### src/rtl/mul10bit_seq.sv
// mul10bit_seq: 10x10 unsigned shift-and-add multiplier, one iteration per clock.
// A single 10-bit adder with carry-out accumulates into the upper half of a
// 20-bit {acc, mplr} register pair, which shifts right once per iteration.
module mul10bit_seq (
    input  logic        clk,
    input  logic        rst_n,
    input  logic        start,
    input  logic [9:0]  A,
    input  logic [9:0]  B,
    output logic        busy,
    output logic        done,
    output logic [19:0] prod,
    output logic        ovf
);
    typedef enum logic [1:0] {IDLE, RUN, DONE} state_t;

    state_t      state_q, state_d;
    logic [9:0]  mcand_q, mcand_d;
    logic [9:0]  acc_q, acc_d;
    logic [9:0]  mplr_q, mplr_d;
    logic [3:0]  cnt_q, cnt_d;
    logic [19:0] prod_q, prod_d;
    logic        ovf_q, ovf_d;
    logic [10:0] sum;
    logic [19:0] shifted;

    // Next-state and datapath: the carry out of the adder becomes the new MSB after the shift.
    always_comb begin
        sum     = {1'b0, acc_q} + (mplr_q[0] ? {1'b0, mcand_q} : 11'd0);
        shifted = {sum, mplr_q[9:1]};
        state_d = state_q;
        mcand_d = mcand_q;
        acc_d   = acc_q;
        mplr_d  = mplr_q;
        cnt_d   = cnt_q;
        prod_d  = prod_q;
        ovf_d   = ovf_q;
        case (state_q)
            IDLE: if (start) begin
                mcand_d = A;
                mplr_d  = B;
                acc_d   = 10'd0;
                cnt_d   = 4'd0;
                state_d = RUN;
            end
            RUN: begin
                acc_d  = shifted[19:10];
                mplr_d = shifted[9:0];
                cnt_d  = cnt_q + 4'd1;
                if (cnt_q == 4'd9) begin
                    prod_d  = shifted;
                    ovf_d   = |shifted[19:10];
                    state_d = DONE;
                end
            end
            DONE:    state_d = IDLE;
            default: state_d = IDLE;
        endcase
    end

    // State and datapath registers; reset aborts any operation in flight.
    always_ff @(posedge clk or negedge rst_n) begin
        if (!rst_n) begin
            state_q <= IDLE;
            mcand_q <= 10'd0;
            acc_q   <= 10'd0;
            mplr_q  <= 10'd0;
            cnt_q   <= 4'd0;
            prod_q  <= 20'd0;
            ovf_q   <= 1'b0;
        end else begin
            state_q <= state_d;
            mcand_q <= mcand_d;
            acc_q   <= acc_d;
            mplr_q  <= mplr_d;
            cnt_q   <= cnt_d;
            prod_q  <= prod_d;
            ovf_q   <= ovf_d;
        end
    end

    assign busy = (state_q == RUN);
    assign done = (state_q == DONE);
    assign prod = prod_q;
    assign ovf  = ovf_q;
endmodule

### config.mk
export PLATFORM = sky130hd
export DESIGN_NAME = mul10bit_seq
export DESIGN_NICKNAME = d
export VERILOG_FILES = /design/src/rtl/mul10bit_seq.sv
export SDC_FILE = /design/constraint.sdc
export NUM_CORES = 1
export LEC_CHECK = 0
export ABC_AREA = 0
export CORE_MARGIN = 4
export CORE_UTILIZATION = 45
export DETAILED_ROUTE_END_ITERATION = 7
export PLACE_DENSITY = 0.78
export SLEW_MARGIN = 20
export SYNTH_ARGS = -nofsm -noshare
export SYNTH_HDL_FRONTEND = slang
export SYNTH_SLANG_ARGS = --single-unit
### constraint.sdc
create_clock -name clk -period 4.25 [get_ports clk]
set_clock_uncertainty 0.1 [all_clocks]
set_input_delay 0.85 -clock clk [delete_from_list [all_inputs] [get_ports clk]]
set_output_delay 0.85 -clock clk [all_outputs]
set_load 0.05 [all_outputs]
; ---- Word-level counts from Yosys, hierarchy flattened
; Index checks and enable logic that the tools add are counted.
; W data, S select, Z words.
[totals]
wordCells = 31
ff_bits = 57
out_inout_bits = 23
input_bits = 23
[classes]
n_eq_ne = 5
n_addsub = 2
n_reduce_logical = 7
mux = 10
[op_table]
columns = op, count
row1 = $pmux W10 S2, 2
row2 = $mux W10, 3
row3 = $add A10 B10 Y11, 1
row4 = $reduce_or A10 Y1, 1
row5 = $pmux W4 S2, 1
row6 = $reduce_and A2 Y1, 4
row7 = $add A4 B1 Y4 const B, 1
row8 = $eq A4 B4 Y1 const B, 1
row9 = $mux W2, 2
row10 = $mux W4, 1
row11 = $pmux W2 S2, 1
row12 = $eq A2 B1 Y1 const B, 1
row13 = $eq A2 B2 Y1 const B, 1
row14 = $logic_not A2 Y1, 1
row15 = $ne A2 B1 Y1 const B, 1
row16 = $ne A2 B2 Y1 const B, 1
row17 = $reduce_bool A2 Y1, 1

; ---- Depth between registers and ports, before layout
[depth]
word_depth = 3
depth_mapped = 11
ltp_nobuf = 10

; ---- Least setup slack after synthesis
; No wires, ideal clock.
[synth_path]
path_type = register -> register
startpoint = register mplr_q[0]
endpoint = register ovf_q, in the netlist ovf
stages_incl_launch_ff = 12
period_less_slack_ps = 2614
required_time_ps = 4006
slack_ps = 1636
setup_ps = 144
arrival_time_ps = 2371
path_cell_list = dfrtp_1 clkbuf_1 and2_1 ha_1 inv_1 fa_1 nand2b_1 a21oi_1 xnor2_1 nand4b_1 a2111oi_2 a41oi_1
[synth_between]
elab_chain_cells = 3
[synth_rtl]
columns = element, line_no
row1 = start: declaration, 20  ; logic [9:0] mplr_q, mplr_d;
row2 = start signal: assignment, 75  ; mplr_q <= mplr_d;
row3 = $mux W10, 29  ; sum = {1'b0, acc_q} + (mplr_q[0] ? {1'b0, mcand_q} : 11'd0);
row4 = $add A10 B10 Y11, 29
row5 = $reduce_or A10 Y1, 52  ; ovf_d = |shifted[19:10];
row6 = end signal: assignment, 78  ; ovf_q <= ovf_d;
row7 = end: declaration, 23  ; logic ovf_q, ovf_d;
; Every way passes these cells.
; A chain may end at the register's enable or synchronous reset.

; ---- Worst setup path after layout
[layout_path]
startpoint = register state_q[0]
endpoint = output busy
[layout_between]
elab_chain_cells = 1
[layout_rtl]
columns = element, line_no
row1 = start: declaration, 17  ; state_t state_q, state_d;
row2 = start signal: assignment, 72  ; state_q <= state_d;
row3 = $eq A2 B1 Y1, 82  ; assign busy = (state_q == RUN);
row4 = end: declaration, 10  ; output logic busy,
; Every way passes these cells.

==> impl_metrics.tcl <==
set metrics [dict create \
    power_density_nw_per_um2 816 \
    drt_iter0_drc 131 \
    finalHoldViolCount 0 \
    ys_top_cells_by_area "dfrtp_1 (50%), nand2_1 (8.3%), o21ai_0 (5.5%), ha_1 (5.3%), mux2_2 (4.0%)" \
    dieArea_um2 7660 \
    tightest_slew_ns 0.981 \
    root_buffer "clkbuf_8" \
    grtUsageTotal_pct 17.8 \
    antenna_found_initial 0 \
    setup_tns_ns 0 \
    fin_crit_ns 3.34 \
    synth_nets 328 \
    clock-sinks 57 \
    diodes 0 \
    crit_path_end_kind "primary output" \
    slew_headroom_pct 34.4 \
    pwr-share-seq_pct 33.1 \
    slowest_stage "clkdlybuf4s50_1" \
    vias_per_cell 5.35 \
    max_cap_viol_count 0 \
    synth_area_per_cell_um2 9.75 \
    syn-instance-count 292 \
    synthDistinctLibCells 41 \
    holdWs_ns 0.373 \
    cts_tree "built" \
    slew_violations 0 \
    yosys_register_bits 57 \
    ys_seq_area_share_pct 50.1 \
    rsz0062_at_grt "no" \
    power_switching_share_pct 42.4 \
    finalSetupViolations 0 \
    synth_top_area_share_pct 50.1 \
    post_cts_resize_count 0 \
    clk_path_buf_depth 2 \
    max_clock_freq_mhz 299 \
    clock_power_share_pct 19.7 \
    grt_remaining_overflow 0 \
    hp-class "reg2reg" \
    critPathBufInv 2 \
    dr_total_vias 2232 \
    io_pins 46 \
    irDropWorstVdd_mv 0.412 \
    area_growth_pct 25.2 \
    max_stage_delay_ns 0.87 \
    initial_utilization_pct 47.2 \
    worstPathRequired_ns 3.30 \
    remaining_drc_errors 0 \
    worst_path_dominant_cell_family "buffers and inverters" \
    rows 28 \
    synth-main-ff-cell "dfrtp_1" \
    hold_buffers 0 \
    drt_first_pass_iters 4 \
    yosys_warnings 0 \
    critPathKind "reg2out" \
    gp_congestion 0.880 \
    die_w_um 87.5 \
    dpl_cell_area_um2 3340 \
    core-area_um2 6030 \
    crit_fanout 17 \
    status "complete, no violations" \
    crit_chain "nand2b_1 -> inv_2 -> clkdlybuf4s50_1" \
    grt_pass1_vias 2114 \
    synth_area_um2 2850 \
    leakage_nw 1.61 \
    ant_nets 0 \
    grt_pass1_wl_um 10400 \
    port_buffers 45 \
    synth_top_area_cell "dfrtp_1" \
    h-tree-depth 3 \
    arrival_ns 2.39 \
    design_area_um2 3560 \
    dieHeight_um 87.5 \
    drive_above_1_share_pct 9.94 \
    synth-edff-count 0 \
    finalCritPeriodShare_pct 78.7 \
    setup.worst_path.start_class "register" \
    cts_setup_buffers 0 \
    post-dp-hpwl_um 4660 \
    p_switching_w 0.00123 \
    cts_buffers 9 \
    p_comb_share_pct 47.2 \
    wirelength_um 6320 \
    wire_per_inst_um 15.2 \
    synthArstFlopShare_pct 100 \
    clkTransAtPathRegs_ns 0.06 \
    p_int_w 0.00168 \
    grt_max_degree 37 \
    final_nets 373 \
    clk_latency_ns 0.33 \
]
-- synthesized netlist by cell type, drive strengths merged, types with 2 or more instances --
master	instances
a22o	4
nand3b	2
ha	12
mux2	10
o31ai	2
nand4b	2
a22oi	10
nor2	8
inv	8
nand2	64
nand2b	4
o21ai	31
nand4	2
nor2b	12
a21o	3
dfrtp	57
xnor2	5
and2	9
buf	5
xor2	2
a211oi	2
clkbuf	8
a21oi	18
-- metal layers --
metal	vias up	track usage [%]	routed length, µm
li1	1100	-	-
met1	1064	24.7	2990
met2	58	26.4	2870
met3	10	3.76	324
met4	0	8.93	135
met5	-	0	0
-- cells by family (layout without fill, tap and decap cells) --
logic type / after synthesis / count (layout) / share of synthesized area [%]
flip-flops: 57 / 57 / 50.1
AND/OR/NAND/NOR: 107 / 107 / 17.7
multiplexers: 10 / 10 / 3.96
XOR/XNOR: 7 / 7 / 2.15
adder cells (fa/ha/maj): 13 / 13 / 5.98
AO/OA/AOI/OAI: 77 / 77 / 17.0
buffers and inverters: 21 / 71 / 3.16
-- registers in the layout (all words and copies together), names as in the netlist --
| register | count |
|---|---|
| ovf | 1 |
| mplr_q | 10 |
| acc_q | 10 |
| mcand_q | 10 |
| cnt_q | 4 |
| prod | 20 |
| state_q | 2 |
-- area by class of cell --
type / count / area [µm²]
clock buffers: 14 / 163
clock inverters: 2 / 60.1
fillers: 543 / 2460
inverters: 8 / 30.0
multi-input cells: 214 / 1330
flip-flops and latches: 57 / 1430
well taps: 75 / 93.8
repair buffers: 47 / 460
-- placed cells by master (no fill, tap or decap), types with 10 or more instances in the layout --
| cell | instances |
|---|---|
| nor2b_1 | 12 |
| a21oi_1 | 18 |
| dfrtp_1 | 57 |
| mux2_2 | 10 |
| a22oi_1 | 10 |
| clkdlybuf4s50_1 | 44 |
| ha_1 | 12 |
| nand2_1 | 63 |
| o21ai_0 | 31 |
| clkbuf_8 | 11 |
-- worst paths after layout --
kind	startpoint	endpoint	slack [ns]	cells after the start
max	state_q[0]$_DFFE_PN0P_	busy	0.91	3
min	prod[1]$_DFFE_PN0P_	prod[1]$_DFFE_PN0P_	0.37	2
max reg2reg	mplr_q[0]$_DFFE_PN0P_	ovf$_DFFE_PN0P_	1.38	10
min reg2reg	prod[1]$_DFFE_PN0P_	prod[1]$_DFFE_PN0P_	0.37	2
max in group asynchronous	rst_n	mplr_q[3]$_DFFE_PN0P_	2.78	2
min in group asynchronous	rst_n	mcand_q[0]$_DFFE_PN0P_	0.49	1
-- through the flow --
step	cells	setup slack (ns)	util, %	total power (W)
detailed placement	401	1.10	55.4	0.00234
global placement	401	1.16	55.4	0.00229
CTS	417	0.899	59.1	0.00293
global route	417	0.755	59.1	0.00310
finish	417	0.907	59.1	0.00291
floorplan	292	1.64	-	0.00193
-- power groups by stage --
stage	logic, W	registers [W]	clock network, W
finish	0.00137	0.000964	0.000572
global route	0.00150	0.000999	0.000610
CTS	0.00138	0.000965	0.000583
detailed placement	0.00137	0.000973	0
global placement	0.00133	0.000962	0
floorplan	0.000723	0.00121	0
-- worst reg2reg max path, stage by stage (launching register included) --
cell and delay, ns:
dfrtp_1 0.49, and2_1 0.17, ha_1 0.19, inv_1 0.06, fa_1 0.42, nand2b_1 0.22, a21oi_1 0.18, xnor2_1 0.22
nand4b_1 0.18, a2111oi_2 0.37, a41oi_1 0.15
Power figures use the tool's default switching activity.
